$ cat src/rtl/loop_pkg.sv
// rtl/loop_pkg.sv - shared loop-stack entry type and default parameter constants
package loop_pkg;

  // Default instance configuration; the entry fields below are sized by these,
  // so instance widths must not exceed them.
  localparam int LOOP_DEPTH  = 4;
  localparam int LOOP_ADDR_W = 6;
  localparam int LOOP_CNT_W  = 12;
  localparam int LOOP_LVAL_W = 5;

  // One hardware loop: body bounds, remaining branch-backs, loop-value tracking
  typedef struct packed {
    logic [LOOP_ADDR_W-1:0] ls;
    logic [LOOP_ADDR_W-1:0] le;
    logic [LOOP_CNT_W-1:0]  lc;
    logic                   lvalf;
    logic [LOOP_LVAL_W-1:0] lidx;
  } loop_entry_t;

  // Iterations requested by LOOP_CNT map to remaining branch-backs; 0 behaves as 1
  function automatic logic [LOOP_CNT_W-1:0] loop_cnt_load(input logic [LOOP_CNT_W-1:0] lc);
    loop_cnt_load = (lc == '0) ? '0 : lc - LOOP_CNT_W'(1);
  endfunction

endpackage

$ cat src/rtl/loop_match.sv
// rtl/loop_match.sv - combinational end-address match cascade over the loop stack
module loop_match
  import loop_pkg::*;
#(
  parameter int DEPTH  = LOOP_DEPTH,
  parameter int ADDR_W = LOOP_ADDR_W,
  parameter int SP_W   = $clog2(DEPTH+1),
  parameter int IDX_W  = $clog2(DEPTH)
) (
  input  loop_entry_t [DEPTH-1:0] stack,
  input  logic [SP_W-1:0]         sp,
  input  logic [ADDR_W-1:0]       pc_i,
  output logic                    branch,
  output logic [ADDR_W-1:0]       target,
  output logic [IDX_W-1:0]        branch_idx,
  output logic                    branch_lvalf,
  output logic [LOOP_LVAL_W-1:0]  branch_lidx,
  output logic [SP_W-1:0]         pop_cnt
);

  logic scan;

  // Walk from the innermost active loop outward: finished loops ending here pop,
  // the first unfinished one branches, any non-matching end address stops the walk
  always_comb begin
    branch       = 1'b0;
    target       = pc_i + ADDR_W'(1);
    branch_idx   = '0;
    branch_lvalf = 1'b0;
    branch_lidx  = '0;
    pop_cnt      = '0;
    scan         = 1'b1;
    for (int i = DEPTH-1; i >= 0; i--) begin
      if (scan && (i < int'(sp))) begin
        if (pc_i == stack[i].le[ADDR_W-1:0]) begin
          if (stack[i].lc != '0) begin
            branch       = 1'b1;
            target       = stack[i].ls[ADDR_W-1:0];
            branch_idx   = IDX_W'(i);
            branch_lvalf = stack[i].lvalf;
            branch_lidx  = stack[i].lidx;
            scan         = 1'b0;
          end else begin
            pop_cnt = pop_cnt + SP_W'(1);
          end
        end else begin
          scan = 1'b0;
        end
      end
    end
  end

endmodule

$ cat src/rtl/loop_seq.sv
// rtl/loop_seq.sv - zero-overhead nested hardware loop sequencer; LOOP_SEQ_ERR_EN adds sticky overflow flag err_o
module loop_seq
  import loop_pkg::*;
#(
  parameter int DEPTH  = LOOP_DEPTH,
  parameter int ADDR_W = LOOP_ADDR_W,
  parameter int CNT_W  = LOOP_CNT_W,
  parameter int LVAL_W = LOOP_LVAL_W
) (
  input  logic                       Clk,
  input  logic                       Reset,
  input  logic                       en,
  input  logic [ADDR_W-1:0]          pc_i,
  input  logic                       init_v,
  input  logic                       cnt_v,
  input  logic [ADDR_W-1:0]          ls_i,
  input  logic [ADDR_W-1:0]          le_i,
  input  logic                       lvalf_i,
  input  logic [CNT_W-1:0]           lc_i,
  input  logic [LVAL_W-1:0]          lidx_i,
  output logic [ADDR_W-1:0]          next_pc_o,
  output logic [$clog2(DEPTH+1)-1:0] depth_o,
  output logic                       lval_req_o,
  output logic [LVAL_W-1:0]          lval_idx_o,
  output logic                       lval_init_o,
  output logic [$clog2(DEPTH+1)-1:0] exit_o
`ifdef LOOP_SEQ_ERR_EN
  ,
  output logic                       err_o
`endif
);

  localparam int SP_W  = $clog2(DEPTH+1);
  localparam int IDX_W = $clog2(DEPTH);

  loop_entry_t [DEPTH-1:0] stack;
  logic [SP_W-1:0]         sp;
  logic                    full;
  logic [IDX_W-1:0]        top_idx;
  logic                    instr_v;

  logic                    m_branch;
  logic [ADDR_W-1:0]       m_target;
  logic [IDX_W-1:0]        m_idx;
  logic                    m_lvalf;
  logic [LOOP_LVAL_W-1:0]  m_lidx;
  logic [SP_W-1:0]         m_pop;

  assign full    = (sp == SP_W'(DEPTH));
  assign top_idx = sp[IDX_W-1:0];
  assign instr_v = init_v | cnt_v;
  assign depth_o = sp;

  loop_match #(
    .DEPTH  (DEPTH),
    .ADDR_W (ADDR_W),
    .SP_W   (SP_W),
    .IDX_W  (IDX_W)
  ) u_match (
    .stack        (stack),
    .sp           (sp),
    .pc_i         (pc_i),
    .branch       (m_branch),
    .target       (m_target),
    .branch_idx   (m_idx),
    .branch_lvalf (m_lvalf),
    .branch_lidx  (m_lidx),
    .pop_cnt      (m_pop)
  );

  // Loop instructions never branch; otherwise take the cascade's target (pc+1 if none)
  always_comb begin
    next_pc_o = pc_i + ADDR_W'(1);
    if (!instr_v && m_branch) begin
      next_pc_o = m_target;
    end
  end

  // Stack, stack pointer and one-cycle loop-value / exit reporting
  always_ff @(posedge Clk or negedge Reset) begin
    if (!Reset) begin
      stack       <= '0;
      sp          <= '0;
      lval_req_o  <= 1'b0;
      lval_init_o <= 1'b0;
      lval_idx_o  <= '0;
      exit_o      <= '0;
    end else begin
      lval_req_o  <= 1'b0;
      lval_init_o <= 1'b0;
      exit_o      <= '0;
      if (en) begin
        if (init_v) begin
          // LOOP_INIT stages bounds into the free slot; the push happens at LOOP_CNT
          if (!full) begin
            stack[top_idx].ls    <= LOOP_ADDR_W'(ls_i);
            stack[top_idx].le    <= LOOP_ADDR_W'(le_i);
            stack[top_idx].lvalf <= lvalf_i;
          end
        end else if (cnt_v) begin
          if (!full) begin
            stack[top_idx].lc   <= loop_cnt_load(LOOP_CNT_W'(lc_i));
            stack[top_idx].lidx <= LOOP_LVAL_W'(lidx_i);
            sp                  <= sp + SP_W'(1);
            if (stack[top_idx].lvalf) begin
              lval_req_o  <= 1'b1;
              lval_init_o <= 1'b1;
              lval_idx_o  <= lidx_i;
            end
          end
        end else begin
          if (m_branch) begin
            stack[m_idx].lc <= stack[m_idx].lc - LOOP_CNT_W'(1);
            // A fresh inner-loop pass starts when an inner loop finished on this branch
            if (m_lvalf) begin
              lval_req_o  <= 1'b1;
              lval_init_o <= (m_pop != '0);
              lval_idx_o  <= LVAL_W'(m_lidx);
            end
          end
          sp     <= sp - m_pop;
          exit_o <= m_pop;
        end
      end
    end
  end

`ifdef LOOP_SEQ_ERR_EN
  // Sticky overflow: any LOOP_INIT or LOOP_CNT arriving with the stack full
  always_ff @(posedge Clk or negedge Reset) begin
    if (!Reset) begin
      err_o <= 1'b0;
    end else if (en && instr_v && full) begin
      err_o <= 1'b1;
    end
  end
`endif

endmodule
$ cat config.mk
export PLATFORM = sky130hd
export DESIGN_NAME = loop_seq
export DESIGN_NICKNAME = d
export VERILOG_FILES = /design/src/rtl/loop_pkg.sv /design/src/rtl/loop_match.sv /design/src/rtl/loop_seq.sv
export SDC_FILE = /design/constraint.sdc
export NUM_CORES = 1
export LEC_CHECK = 0
export ABC_AREA = 1
export ABC_CLOCK_PERIOD_IN_PS = 4000
export BUFFER_PORTS_ARGS = -buffer_cell sky130_fd_sc_hd__buf_4
export CAP_MARGIN = 20
export CORE_ASPECT_RATIO = 1.75
export CORE_MARGIN = 8
export CORE_UTILIZATION = 40
export DETAILED_ROUTE_END_ITERATION = 10
export PLACE_DENSITY_LB_ADDON = 0.05
export SYNTH_ARGS = -nofsm -noshare
export SYNTH_HDL_FRONTEND = slang
export SYNTH_SLANG_ARGS = --single-unit
$ cat constraint.sdc
create_clock -name Clk -period 4 [get_ports Clk]
set_input_delay 0.4 -clock Clk [delete_from_list [all_inputs] [get_ports Clk]]
set_output_delay 0.4 -clock Clk [all_outputs]
set_load 0.02 [all_outputs]
==> impl_results.rst <==
.. list-table::
   :header-rows: 1

   * - Metric
     - Value
   * - Power per Cell Area
     - 630 mW/mm^2
   * - Vias in the first global route
     - 7277
   * - Fraction of the cycle the final worst path needs
     - 93.3%
   * - # Max-Cap Violations
     - 0
   * - Average routed wire per standard cell
     - 19.1 um
   * - Clock Pin Slew Worst Setup and Hold Paths
     - 0.06 ns
   * - Dpl hpwl
     - 19500 um
   * - Placed cell areas
     - 0.00873 mm^2
   * - Clk sink count
     - 133
   * - Sequential cell area fraction in the yosys report
     - 41.3%
   * - Crit Path Class
     - reg -> out
   * - Core outline area
     - 0.0197 mm^2
   * - Most common cell after layout, fill and taps aside
     - sky130_fd_sc_hd__nand2_1
   * - #FFs+latches synth
     - 133
   * - GRT Residual Overflow
     - 0
   * - Count of antenna diodes in the layout
     - 0
   * - Slowest cell delay on critical path
     - 0.46 ns
   * - Total global routing track utilization
     - 21.4%
   * - Net Count, Synth
     - 1088
   * - Number of I/O pins
     - 60
   * - Startpoint class of the critical path
     - register
   * - Peak ir drop on the vdd network
     - 0.321 mV
   * - Skew-Pair Late Insertion Delay
     - 0.43 ns
   * - Cells after Synth
     - 1036
   * - Area Growth Syn to Fin
     - 15.5%
   * - Synthesized area
     - 0.00805 mm^2
   * - 1st-pass router iterations
     - 5
   * - Initial Utilization
     - 40.8%
   * - Leading register cell type out of synthesis
     - sky130_fd_sc_hd__dfrtp_1
   * - Setup-violating endpoint count in the final report
     - 0
   * - Via-per-instance ratio
     - 5.20
   * - Worst reg-to-reg setup slack
     - 0.34 ns
   * - Cell chain of the critical path
     - nor2_1, nand4_1, nor2_1, nor2_2, a21oi_4, nand2_4, o21ai_2, inv_1, o21ai_0, buf_4
   * - EDFF count, synth
     - 0
   * - Share of final-layout standard cells stronger than drive strength 1
     - 15.8%
   * - Via count
     - 7039
   * - Maximum fanout along the worst path
     - 9
   * - Hold violation count in the final report
     - 0
   * - Leakage
     - 0.00456 uW
   * - Remaining max-slew budget at the tightest pin
     - 29.2%
   * - Number of design-rule violations left by the first detailed-router iteration
     - 434
   * - Final critical-path required period
     - 3.73 ns
   * - Run status
     - finished, final reports clean
   * - Number of clock buffers inserted by TritonCTS
     - 17
   * - Number of I/O port buffers
     - 59
   * - Max Buffers Root-to-Sink
     - 2
   * - Largest net degree at the start of global routing
     - 94
   * - Depth of the worst register-to-register path
     - 18
   * - Worst Hold Class
     - in -> async
   * - NumNets Final
     - 1148
   * - Residual DRC
     - 0
   * - Most frequent cell on the critical path
     - sky130_fd_sc_hd__nor2_1
   * - Reg-to-reg startpoint
     - stack[99]
   * - Setup repair after global routing missed its margin
     - no
   * - Data required time at the worst endpoint
     - 3.60 ns
   * - Transition time at the pin with the least slew margin
     - 1.06 ns
   * - Buffers inserted during post-CTS setup optimization
     - 0
   * - Post-route ant nets
     - 0
   * - Final core utilization
     - 47.1%
   * - Kind of end point of the critical path
     - output port
   * - Worst flop-to-flop path endpoint
     - depth_o[2]
   * - Std-Cell Rows
     - 68
   * - Horizontal die dimension
     - 123 um
   * - Largest delay contributor family on the critical path
     - compound AO/OA/AOI/OAI gates
   * - H-tree level count
     - 4
   * - Total number of yosys warnings
     - 0
   * - Post-synthesis async set-or-reset flop share
     - 100%
   * - Max Slew Vio Count
     - 0
   * - Commonest non-fill, non-tap cells in the layout
     - 238 x sky130_fd_sc_hd__nand2_1, 133 x sky130_fd_sc_hd__dfrtp_1, 128 x sky130_fd_sc_hd__inv_1
   * - CTS tree
     - yes
   * - Final instance area
     - 0.00930 mm^2
   * - Fmax
     - 268 MHz
   * - Accumulated negative setup slack
     - 0 ns
   * - Area of the die
     - 0.0251 mm^2
   * - Critical-path cell with the highest stage delay
     - sky130_fd_sc_hd__a21oi_4
   * - Count of unique library cells instantiated by Yosys
     - 55
   * - Routed WL
     - 25800 um
   * - Mean post-synth cell area
     - 7.77 um^2
   * - Overall power consumption
     - 5860 uW
   * - Placer congestion estimate
     - 0.888
   * - Global-route wire length before repair
     - 40100 um
   * - Number of buffers and inverters on the critical path
     - 2
   * - Final worst clock skew
     - 0.00839 ns
   * - Antenna violations before repair
     - 0
   * - Clock tree root driver cell
     - sky130_fd_sc_hd__clkbuf_16
   * - Y dimension of the die
     - 204 um
   * - WP data arrival
     - 3.33 ns
==> power by group <==
group          internal, uW  switching (uW)
Clock                   900             614
Sequential             1940             406
Combinational           759            1240
Total                  3590            2260
==> layer usage <==
metal	GRT usage [%]	wire length, um
met1	21.7	9550
met2	39.2	14000
met3	3.60	799
met4	13.3	1480
met5	0	0
==> sequential cells by signal, summed over array words and instances (netlist names) <==
signal	count
lval_idx_o	5
lval_req_o	1
lval_init_o	1
depth_o	3
stack	120
exit_o	3
==> synth_stat cells, types with 3 or more instances <==
cell type / number / share of area (%)
sky130_fd_sc_hd__nand3_1: 58 / 3.6
sky130_fd_sc_hd__o22ai_1: 13 / 1.0
sky130_fd_sc_hd__xnor2_1: 9 / 0.98
sky130_fd_sc_hd__nor2_4: 3 / 0.42
sky130_fd_sc_hd__o21ai_2: 12 / 1.3
sky130_fd_sc_hd__dfrtp_1: 133 / 41
sky130_fd_sc_hd__ha_1: 10 / 1.6
sky130_fd_sc_hd__nor2_1: 77 / 3.6
sky130_fd_sc_hd__o21ai_1: 45 / 2.8
sky130_fd_sc_hd__inv_1: 128 / 6.0
sky130_fd_sc_hd__o211ai_1: 5 / 0.47
sky130_fd_sc_hd__nor4_1: 5 / 0.39
sky130_fd_sc_hd__nand4_1: 13 / 1.0
sky130_fd_sc_hd__or2_2: 3 / 0.23
sky130_fd_sc_hd__a31oi_1: 4 / 0.31
sky130_fd_sc_hd__buf_2: 15 / 0.93
sky130_fd_sc_hd__o2111ai_1: 3 / 0.33
sky130_fd_sc_hd__nand3b_1: 4 / 0.37
sky130_fd_sc_hd__a21oi_1: 76 / 4.7
sky130_fd_sc_hd__o21ai_4: 3 / 0.61
sky130_fd_sc_hd__a21boi_2: 4 / 0.56
sky130_fd_sc_hd__nor2_2: 8 / 0.62
sky130_fd_sc_hd__o21ai_0: 33 / 2.1
sky130_fd_sc_hd__clkbuf_1: 14 / 0.65
sky130_fd_sc_hd__nor3_1: 5 / 0.31
sky130_fd_sc_hd__nand2_2: 4 / 0.31
sky130_fd_sc_hd__nand2_1: 238 / 11
sky130_fd_sc_hd__xor2_1: 23 / 2.5
sky130_fd_sc_hd__a21boi_1: 20 / 1.9
sky130_fd_sc_hd__a22oi_1: 13 / 1.2
sky130_fd_sc_hd__nand2_4: 3 / 0.42
sky130_fd_sc_hd__buf_4: 5 / 0.47
sky130_fd_sc_hd__o32ai_1: 4 / 0.44
sky130_fd_sc_hd__inv_2: 7 / 0.33
sky130_fd_sc_hd__nand3_4: 5 / 1.1
sky130_fd_sc_hd__buf_6: 7 / 0.98
==> per-stage QoR <==
stage	worst slack [ns]	instances	hold slack, ns
finish	0.266	1353	0.0633
global route	0.0461	1353	0.132
CTS	0.0902	1353	0.0971
detailed placement	0.303	1322	0.473
global placement	0.345	1321	0.463
floorplan	0.533	1036	0.104
==> repair_timing <==
action                     4_1_cts  5_1_grt
hold buffers                     0        0
resized for setup                0        1
setup endpoints to repair        0        4
==> kinds of logic (layout without fill, tap and decap cells) <==
| family | count (synthesis) | in the layout | share of synthesized area [%] |
|---|---|---|---|
| xor gates and xnor gates | 32 | 32 | 3.48 |
| muxes | 3 | 3 | 0.451 |
| buffers and inverters | 178 | 250 | 9.62 |
| DFF | 133 | 133 | 41.3 |
| and+or+nand+nor | 434 | 434 | 24.5 |
| AOI/OAI and AO/OA | 245 | 245 | 18.8 |
| adders and majority gates | 11 | 11 | 1.80 |
==> layout make-up <==
| type | instances | area, um^2 |
|---|---|---|
| clock buffers | 20 | 467 |
| clock inverters | 11 | 104 |
| fillers | 2053 | 10400 |
| inverters | 136 | 510 |
| multi-input cells | 725 | 3950 |
| flip-flops and latches | 133 | 3330 |
| well taps | 245 | 307 |
| repair buffers | 83 | 634 |
==> how the worst max path moves through the flow <==
| stage | start | end | slack [ns] | depth (start not counted) |
|---|---|---|---|---|
| 2_1_floorplan | pc_i[1] | depth_o[2] | 0.53 | 20 |
| 3_3_place_gp | pc_i[1] | depth_o[2] | 0.35 | 20 |
| 3_5_place_dp | pc_i[1] | depth_o[2] | 0.30 | 20 |
| 4_1_cts | stack[69] | next_pc_o[2] | 0.09 | 11 |
| 5_1_grt | stack[99] | depth_o[2] | 0.05 | 18 |
| 6_report | stack[69] | next_pc_o[4] | 0.27 | 10 |
Note: power is estimated with default switching activity, not from simulation.
